**config.mk**
```make
export PLATFORM = sky130hd
export DESIGN_NAME = l2_arbiter_flat
export DESIGN_NICKNAME = d
export VERILOG_FILES = /design/src/rtl/l2_arbiter_if.sv /design/src/rtl/l2_arbiter.sv /design/src/flat_wrapper.sv
export SDC_FILE = /design/constraint.sdc
export NUM_CORES = 1
export LEC_CHECK = 0
export BUFFER_PORTS_ARGS = -buffer_cell sky130_fd_sc_hd__buf_2
export CORE_AREA = 2 2 39 41
export CTS_CLUSTER_SIZE = 25
export DETAILED_ROUTE_END_ITERATION = 10
export DIE_AREA = 0 0 41 43
export PLACE_DENSITY = 0.63
export SLEW_MARGIN = 20
export SYNTH_ARGS = -nofsm -noshare
export SYNTH_HDL_FRONTEND = slang
export SYNTH_SLANG_ARGS = --single-unit
```
**constraint.sdc**
```tcl
create_clock -name clk -period 1.3 [get_ports clk]
set_clock_uncertainty 0.1 [all_clocks]
set_input_delay 0.26 -clock clk [delete_from_list [all_inputs] [get_ports clk]]
set_output_delay 0.26 -clock clk [all_outputs]
set_load 0.01 [all_outputs]
```
**src/rtl/l2_arbiter_if.sv**
```systemverilog
// l2_arbiter_if: request/ack/select bundle between the I/D caches, the L2
// wishbone port and the L2 arbiter.
//   i_req, d_req     : cache miss requests (CYC||STB toward L2)
//   mem_ack, mem_rty : L2 wishbone ACK / RTY
//   cache_sel        : L2 master-mux select, 1 = I-cache, 0 = D-cache
//   i_ack, d_ack     : mem_ack steered to the granted cache
//   busy             : a grant is active
// master = cache/L2 side driving requests and acks, slave = the arbiter.
interface l2_arbiter_if;
    logic i_req;
    logic d_req;
    logic mem_ack;
    logic mem_rty;
    logic cache_sel;
    logic i_ack;
    logic d_ack;
    logic busy;

    modport master (
        output i_req, d_req, mem_ack, mem_rty,
        input  cache_sel, i_ack, d_ack, busy
    );

    modport slave (
        input  i_req, d_req, mem_ack, mem_rty,
        output cache_sel, i_ack, d_ack, busy
    );
endinterface

```
**src/rtl/l2_arbiter.sv**
```systemverilog
// l2_arbiter: two-requester (I-cache / D-cache) arbiter for the shared L2
// wishbone port. D wins ties until I has waited through STARVE_LIMIT D grants,
// then I is forced ahead. One-cycle grant latency, one IDLE cycle between
// grants.
//   clk  : clock, rising edge
//   rst  : synchronous active-high reset
//   bus  : l2_arbiter_if.slave (requests, L2 ack/rty, select, acks, busy)
module l2_arbiter #(
    parameter int unsigned STARVE_LIMIT = 4
) (
    input  logic              clk,
    input  logic              rst,
    l2_arbiter_if.slave       bus
);

    localparam int unsigned CNT_W = 3;
    localparam logic [CNT_W-1:0] STARVE_MAX = CNT_W'(STARVE_LIMIT);

    typedef enum logic [1:0] {
        S_IDLE    = 2'd0,
        S_GRANT_I = 2'd1,
        S_GRANT_D = 2'd2
    } state_t;

    state_t           r_state;
    logic [CNT_W-1:0] r_starve_cnt;
    logic             r_cache_sel;
    logic             r_busy;

    logic w_pick_i;
    logic w_done_i;
    logic w_done_d;

    // I wins when alone, or when it has been starved long enough
    assign w_pick_i = bus.i_req && (!bus.d_req || (r_starve_cnt == STARVE_MAX));

    // Grant ends on completion, or when the owner withdraws its request
    assign w_done_i = bus.mem_ack || !bus.i_req;
    assign w_done_d = bus.mem_ack || !bus.d_req;

    // Arbitration state, starvation counter and registered outputs
    always_ff @(posedge clk) begin
        if (rst) begin
            r_state      <= S_IDLE;
            r_starve_cnt <= '0;
            r_cache_sel  <= 1'b0;
            r_busy       <= 1'b0;
        end else begin
            case (r_state)
                S_IDLE: begin
                    if (w_pick_i) begin
                        r_state      <= S_GRANT_I;
                        r_starve_cnt <= '0;
                        r_cache_sel  <= 1'b1;
                        r_busy       <= 1'b1;
                    end else if (bus.d_req) begin
                        r_state     <= S_GRANT_D;
                        r_cache_sel <= 1'b0;
                        r_busy      <= 1'b1;
                        // Count D grants taken while I was waiting
                        if (bus.i_req && (r_starve_cnt != STARVE_MAX))
                            r_starve_cnt <= r_starve_cnt + CNT_W'(1);
                    end
                end
                S_GRANT_I: begin
                    if (w_done_i) begin
                        r_state <= S_IDLE;
                        r_busy  <= 1'b0;
                    end else if (bus.mem_rty) begin
                        // Retry is reissued on the same grant
                        r_state <= S_GRANT_I;
                    end
                end
                S_GRANT_D: begin
                    if (w_done_d) begin
                        r_state <= S_IDLE;
                        r_busy  <= 1'b0;
                    end else if (bus.mem_rty) begin
                        r_state <= S_GRANT_D;
                    end
                end
                default: begin
                    r_state <= S_IDLE;
                    r_busy  <= 1'b0;
                end
            endcase
        end
    end

    assign bus.cache_sel = r_cache_sel;
    assign bus.busy      = r_busy;

    // Ack steering; an ack coinciding with reset belongs to an aborted grant
    assign bus.i_ack = !rst && bus.mem_ack && (r_state == S_GRANT_I);
    assign bus.d_ack = !rst && bus.mem_ack && (r_state == S_GRANT_D);

endmodule

```
**src/flat_wrapper.sv**
```systemverilog
// flat-port wrapper written by rule: the top's interface ports become plain ports
module l2_arbiter_flat 
#(
    parameter int unsigned STARVE_LIMIT = 4
)
  (clk, rst, bus_i_req, bus_d_req, bus_mem_ack, bus_mem_rty, bus_cache_sel, bus_i_ack, bus_d_ack, bus_busy);
  l2_arbiter_if bus_i ();
  input  logic clk;
  input  logic rst;
  input wire logic [$bits(bus_i.i_req)-1:0] bus_i_req;
  input wire logic [$bits(bus_i.d_req)-1:0] bus_d_req;
  input wire logic [$bits(bus_i.mem_ack)-1:0] bus_mem_ack;
  input wire logic [$bits(bus_i.mem_rty)-1:0] bus_mem_rty;
  output wire logic [$bits(bus_i.cache_sel)-1:0] bus_cache_sel;
  output wire logic [$bits(bus_i.i_ack)-1:0] bus_i_ack;
  output wire logic [$bits(bus_i.d_ack)-1:0] bus_d_ack;
  output wire logic [$bits(bus_i.busy)-1:0] bus_busy;
  assign bus_i.i_req = bus_i_req;
  assign bus_i.d_req = bus_d_req;
  assign bus_i.mem_ack = bus_mem_ack;
  assign bus_i.mem_rty = bus_mem_rty;
  assign bus_cache_sel = bus_i.cache_sel;
  assign bus_i_ack = bus_i.i_ack;
  assign bus_d_ack = bus_i.d_ack;
  assign bus_busy = bus_i.busy;
  l2_arbiter #(.STARVE_LIMIT(STARVE_LIMIT)) u_core (.clk(clk), .rst(rst), .bus(bus_i));
endmodule
```
==> metrics.md, run 1 <==
| Metric | Value |
|---|---|
| Status | `finished with violations` |
| Failing checks | `setup timing` |
| Finished Cell Area | `727 um^2` |
| Mapped Cells | `53` |
| Hold Crit Class | `in -> reg` |
| Post-synthesis net count | `61` |
| Max-cap viol count | `0` |
| Most common cell after layout, fill and taps aside | `buf_4` |
| Type of the worst setup path | `reg -> out` |
| Initial Utilization | `32.5%` |
| Final Cycle Share | `120%` |
| Antenna-violating nets left | `0` |
| Final #Nets | `88` |
| Total global routing overflow | `0` |
| First-pass GRT wire length | `1.79 mm` |
| Asr flop ratio synth | `0%` |
| Max FO, Critical Path | `3` |
| Cell taking the most area after synthesis | `dfxtp_1` |
| GR Util All Layers | `15.5%` |
| DIE AREA | `1760 um^2` |
| Final Slew Violations | `0` |
| CP most frequent cell | `buf_6` |
| Rows | `14` |
| PortBufs | `9` |
| Largest net degree at the start of global routing | `8` |
| Final setup violation count | `7` |
| Skew-Pair Late Insertion Delay | `250 ps` |
| Initial DRC count | `14` |
| Layout area overhead | `61.8%` |
| CP startpoint kind | `flop` |
| Core ar. | `1380 um^2` |
| Dpl hpwl | `796 um` |
| Post-synth EDFFs | `0` |
| Vias | `514` |
| Commonest non-fill, non-tap cells in the layout | `buf_4 (12), buf_2 (9), buf_6 (4), dfxtp_2 (4)` |
| Diodes inserted | `0` |
| Setup TNS | `-1120 ps` |
| # IOs | `10` |
| Synth Warn # | `0` |
| Die Width | `41 um` |
| # hold bufs at CTS | `0` |
| Arr. time, crit path | `1190 ps` |
| Synthesized area per cell | `8.48 um^2` |
| Worst setup margin | `-255 ps` |
| Fill count | `131` |
| Share of the synthesized area in the top cell type | `31.2%` |
| Sink Count | `7` |
| Slowest CP cell | `dfxtp_2` |
| Die H | `43 um` |
| Routability cong. | `0.773` |
| Clock buffer count from CTS | `3` |
| Power per Cell Area | `852 nW/um^2` |
| DR WL/cell | `13.0 um` |
| Synthesized area | `449 um^2` |
| CP required | `940 ps` |
| Final hold violation count | `0` |
| Slew Limit Headroom | `79.8%` |
| Initial antenna violation count | `0` |
| Vias in the first global route | `426` |
| Share of cells above drive strength 1 | `60.8%` |
| Post-synthesis sequential area ratio | `31.2%` |
| RSZ-0062 raised after global routing | `yes` |
| Synth top area cells | `dfxtp_1 (31%), nor4bb_1 (6.7%), ha_1 (5.6%), a21oi_1 (4.5%), inv_1 (3.3%)` |
| Final WL | `1.24 mm` |
| CTS root buf | `clkbuf_4` |
| Worst-Margin Slew | `303 ps` |
| CP cell instances | `buf_6, buf_6, nor4bb_1, buf_2` |
| Worst Setup End Kind | `output pin` |
| Top delay family on crit path | `buffers and inverters` |
| CTS clock-pin slew for the worst setup and hold paths | `60 ps` |
| Worst path bufs/invs | `3` |
| Residual DRC | `0` |
| DRT Pass-1 Iters | `4` |
| Fin crit period | `1550 ps` |
| Post-synthesis register bit count | `7` |
| Clock buffer depth | `2` |
| Library cells used by synthesis | `28` |
| Worst path max stage delay | `320 ps` |
| Area after DPL | `613 um^2` |
| CTS tree | `built` |
| Worst vdd ir | `0.468 mV` |
| Max Clk Rate | `643 MHz` |
| Vias/cell | `5.41` |
| Primary FF master, synth | `dfxtp_1` |
| Lkg Pwr | `0.303 nW` |
| Worst hold margin | `199 ps` |
| H-Tree Depth | `1` |
where the power goes:
part           switching, mW  leakage (nW)  internal [mW]
logic                 0.0795         0.229         0.0990
registers            0.00744        0.0590          0.229
clock network         0.0871        0.0150          0.118
what timing repair did:
item,4_1_cts,5_1_grt
buffers inserted,3,0
endpoints found under the setup margin,7,8
gates cloned,0,0
gates resized for setup,10,7
pin swaps,4,1
logic make-up (layout without fill, tap and decap cells):
kind of cell | Yosys count | in the layout | synth area share (%)
adder cells (fa/ha/maj) | 2 | 2 | 5.57
AND/OR/NAND/NOR | 24 | 24 | 35.7
flip-flops | 7 | 7 | 31.2
buffers and inverters | 7 | 33 | 6.40
AO/OA/AOI/OAI | 13 | 13 | 21.2
flip-flops by register name (all words and copies together) (netlist names):
| signal | count |
|---|---|
| u_core.r_state | 2 |
| u_core.bus.cache_sel | 1 |
| u_core.r_starve_cnt | 3 |
| u_core.bus.busy | 1 |
worst reg2reg max path: stages, from the launching register on:
cell     delay (ps)
dfxtp_2         320
buf_4           140
or3b_4          400
or3_4           380
a21oi_2         110
metal layers:
layer / wire, um / up-vias / track usage [%]
met5: 0 / - / 0
li1: - / 252 / -
met2: 626 / 22 / 21.9
met4: 4 / 0 / 10.0
met3: 84 / 2 / 3.14
met1: 522 / 238 / 20.3
Yosys cell counts, types with 2 or more instances:
cell type	number
nand2_1	3
inv_1	4
nor4bb_1	3
or3_1	2
nor2_1	4
buf_2	2
dfxtp_1	7
nor3_1	2
a21oi_1	4
nand3b_1	2
ha_1	2
nor3b_1	2
stage by stage:
step	setup slack, ps	instances	power, mW	utilization, %
floorplan	-62.6	53	0.313	-
global placement	-114	88	0.376	44.3
detailed placement	-130	88	0.377	44.3
CTS	-256	95	0.609	50.5
global route	-287	95	0.652	52.5
finish	-255	95	0.619	52.5
final timing paths:
path	from	end	slack, ps	cells past startpoint
hold / removal	bus_mem_rty	u_core.r_state[1]$_SDFFE_PP0P_	200	3
setup reg to reg	u_core.r_state[1]$_SDFFE_PP0P_	u_core.r_starve_cnt[0]$_SDFFE_PP0P_	-220	4
setup / recovery	u_core.r_state[1]$_SDFFE_PP0P_	bus_i_ack	-250	4
hold reg to reg	u_core.bus.cache_sel$_SDFFE_PP0P_	u_core.bus.cache_sel$_SDFFE_PP0P_	380	2
layout make-up:
cell class	instances	area (um^2)	share of cell area, %
inverters	4	15.0	2.07
multi-input cells	39	340	46.8
well taps	16	20.0	2.75
clock buffers	4	26.3	3.61
flip-flops and latches	7	145	20.0
repair buffers	25	180	24.8
(Power assumes the default switching activity.)
==> run 2: changes to the inputs <==
--- a/config.mk
+++ b/config.mk
@@ -7,10 +7,10 @@
 export LEC_CHECK = 0
 export BUFFER_PORTS_ARGS = -buffer_cell sky130_fd_sc_hd__buf_2
 export CORE_AREA = 2 2 39 41
-export CTS_CLUSTER_SIZE = 25
+export CTS_CLUSTER_SIZE = 28
 export DETAILED_ROUTE_END_ITERATION = 10
 export DIE_AREA = 0 0 41 43
-export PLACE_DENSITY = 0.63
+export PLACE_DENSITY = 0.61
 export SLEW_MARGIN = 20
 export SYNTH_ARGS = -nofsm -noshare
 export SYNTH_HDL_FRONTEND = slang
==> constraint.sdc (replaced) <==
create_clock -name clk -period 1.51 [get_ports clk]
set_clock_uncertainty 0.1 [all_clocks]
set_input_delay 0.302 -clock clk [delete_from_list [all_inputs] [get_ports clk]]
set_output_delay 0.302 -clock clk [all_outputs]
set_load 0.01 [all_outputs]
==> run 2 against run 1 <==
Against the previous run:
- the flow still finishes with violations (setup timing)
- non-clock buffer count down 6
- core utilization down 5.5 points
- sequential cell count unchanged
- largest cell class unchanged
==> metrics.md, run 2 (synthesis gave the netlist of run 1 again) <==
| Metric | Value |
|---|---|
| Status | `finished with violations` |
| Failing checks | `setup timing` |
| Worst setup margin | `-17.1 ps (+237 ps)` |
| Power per Cell Area | `790 nW/um^2 (-7.2%)` |
| Largest regs | `u_core.r_starve_cnt (3), u_core.r_state (2)` |
| Multi-input logic area | `312 um^2 (-8.5%)` |
| Hold Crit Class | `in -> reg` |
| Worst Setup End Kind | `output pin` |
| Antenna-violating nets left | `0 (unchanged)` |
| # hold bufs at CTS | `0 (unchanged)` |
| Setup TNS | `-30.1 ps (+1090 ps)` |
| DR WL/cell | `13.3 um (+2.5%)` |
| Slew Limit Headroom | `77.3% (-2.5 points)` |
| Final Slew Violations | `0 (unchanged)` |
| Commonest non-fill, non-tap cells in the layout | `buf_2 (9), buf_4 (7), inv_1 (4), nor2_1 (4), dfxtp_1 (4)` |
| Clock buffer depth | `2 (unchanged)` |
| Skew-Pair Late Insertion Delay | `260 ps (about the same)` |
| Core ar. | `1380 um^2 (unchanged)` |
| Fill count | `139 (+6.1%)` |
| R2r worst-path depth | `4 (unchanged)` |
| DRT Pass-1 Iters | `2 (-2)` |
| Final Instance Count excl. Fillers | `89 (-6.3%)` |
| Worst-Margin Slew | `332 ps (+29.2 ps)` |
| Final setup violation count | `3 (-4)` |
| Worst reg2reg endpoint | `u_core.r_starve_cnt[1]$_SDFFE_PP0P_` |
| Sink Count | `7 (unchanged)` |
| Max-cap viol count | `0 (unchanged)` |
| Share of cells above drive strength 1 | `46.6% (-14 points)` |
| Final Cycle Share | `101%` |
| Most common cell after layout, fill and taps aside | `buf_2` |
| Initial Utilization | `32.5% (unchanged)` |
| Reg2reg start | `u_core.r_state[1]$_SDFFE_PP0P_` |
| Hold Path Stages | `2 (-1)` |
| CP required | `1110 ps (+170 ps)` |
| Fin crit period | `1530 ps` |
| Register area | `146 um^2 (+0.86%)` |
| DIE AREA | `1760 um^2 (unchanged)` |
| Vias/cell | `5.47 (+1.1%)` |
| CTS clock-pin slew for the worst setup and hold paths | `60 ps (about the same)` |
| Largest net degree at the start of global routing | `10 (+2)` |
| Residual DRC | `0 (unchanged)` |
| Max FO, Critical Path | `5 (+2)` |
| Arr. time, crit path | `1130 ps (-60 ps)` |
| Diodes inserted | `0 (unchanged)` |
| Vias in the first global route | `471 (+11%)` |
| Top reg by flops | `u_core.r_starve_cnt` |
| Max reg flops | `3 (unchanged)` |
| Min-delay src | `bus_mem_ack` |
| GR Util All Layers | `15.5% (+0.016 points)` |
| Hold path endpoint | `u_core.r_state[0]$_SDFFE_PP0P_` |
| Core Util, Final | `47.0% (-5.5 points)` |
| H-Tree Depth | `1 (unchanged)` |
| CP startpoint kind | `flop` |
| Rows | `14 (unchanged)` |
| Initial antenna violation count | `0 (unchanged)` |
| Final WL | `1.19 mm (-4.0%)` |
| Pre-CTS setup slack | `26.1 ps (+156 ps)` |
| Initial DRC count | `1 (-13)` |
| Vias | `487 (-5.3%)` |
| Total global routing overflow | `0 (unchanged)` |
| Final hold violation count | `0 (unchanged)` |
| Lkg Pwr | `0.266 nW (-12%)` |
| Die H | `43 um (unchanged)` |
| PortBufs | `9 (unchanged)` |
| RSZ-0062 raised after global routing | `yes` |
| CTS tree | `built` |
| Layout area overhead | `44.8%` |
| Die Width | `41 um (unchanged)` |
| CTS root buf | `clkbuf_4` |
| Type of the worst setup path | `reg -> out` |
| First-pass GRT wire length | `1.81 mm (+1.1%)` |
| FF-to-FF setup slack | `-10 ps (+210 ps)` |
| Dpl hpwl | `756 um (-5.0%)` |
| Placed cells | `82 (-6.8%)` |
| Worst vdd ir | `0.358 mV (-24%)` |
| Routability cong. | `0.664 (-14%)` |
| Max Clk Rate | `655 MHz` |
| Clock buffer count from CTS | `3 (unchanged)` |
| # IOs | `10 (unchanged)` |
| Final #Nets | `82 (-6.8%)` |
run 2: cell count changes in the layout (fill, tap and decap cells not counted), moves of 2 or more:
| cell | previous run | this run |
|---|---|---|
| dfxtp_2 | 4 | 2 |
| inv_2 | 2 | 0 |
| inv_1 | 2 | 4 |
| buf_4 | 12 | 7 |
| or3_4 | 2 | 0 |
| or3_1 | 0 | 2 |
run 2: what timing repair did:
item	4_1_cts	5_1_grt
gates resized for setup	6	6
setup buffers	3	0
endpoints found under the setup margin	2	6
pin swaps	2	1
run 2: critical path: stages, from the launching register on:
cell and delay [ps]:
dfxtp_2 340, buf_6 130, nor4bb_4 240, buf_2 160
run 2: area by class of cell:
cell class / instances / area share, %
Clock buffer: 4 / 4.04
Multi-Input combinational cell: 39 / 47.9
Tap cell: 16 / 3.08
Sequential cell: 7 / 22.5
Inverter: 4 / 2.31
Timing Repair Buffer: 19 / 20.2
run 2: per-stage QoR:
| step | total power, mW | cell area (um^2) | hold WS (ps) |
|---|---|---|---|
| after global placement | 0.309 | 553 | 361 |
| after CTS | 0.505 | 618 | 223 |
| after floorplan | 0.266 | 449 | 317 |
| after global routing | 0.537 | 651 | 284 |
| after detailed placement | 0.311 | 553 | 360 |
| final | 0.514 | 651 | 274 |
run 2: routing by layer:
metal	up-vias	wire (um)	part of all wire, %	global-route usage, %
met3	2	61	5.1	8.38
met2	9	646	54	23.1
met1	239	474	40	16.5
li1	237	-	-	-
met4	0	6	0.51	8.67
met5	-	0	0	0
run 2: report_power, final:
group	leakage (nW)	switching (mW)	internal, mW
combinational	0.192	0.0592	0.0701
clock	0.0150	0.0788	0.101
sequential	0.0588	0.00859	0.196
total	0.266	0.147	0.368
run 2: how the worst max path moves through the flow:
stage	start	slack (ps)	depth (start not counted)	to
after CTS	u_core.r_state[1]$_SDFFE_PP0P_	-20	3	bus_i_ack
after global routing	u_core.r_state[0]$_SDFFE_PP0P_	-70	3	bus_d_ack
after floorplan	u_core.r_starve_cnt[0]$_SDFFE_PP0P_	90	5	u_core.r_starve_cnt[1]$_SDFFE_PP0P_
after detailed placement	bus_i_req	30	4	u_core.r_starve_cnt[1]$_SDFFE_PP0P_
after global placement	bus_i_req	50	4	u_core.r_starve_cnt[1]$_SDFFE_PP0P_
final	u_core.r_state[0]$_SDFFE_PP0P_	-20	3	bus_d_ack
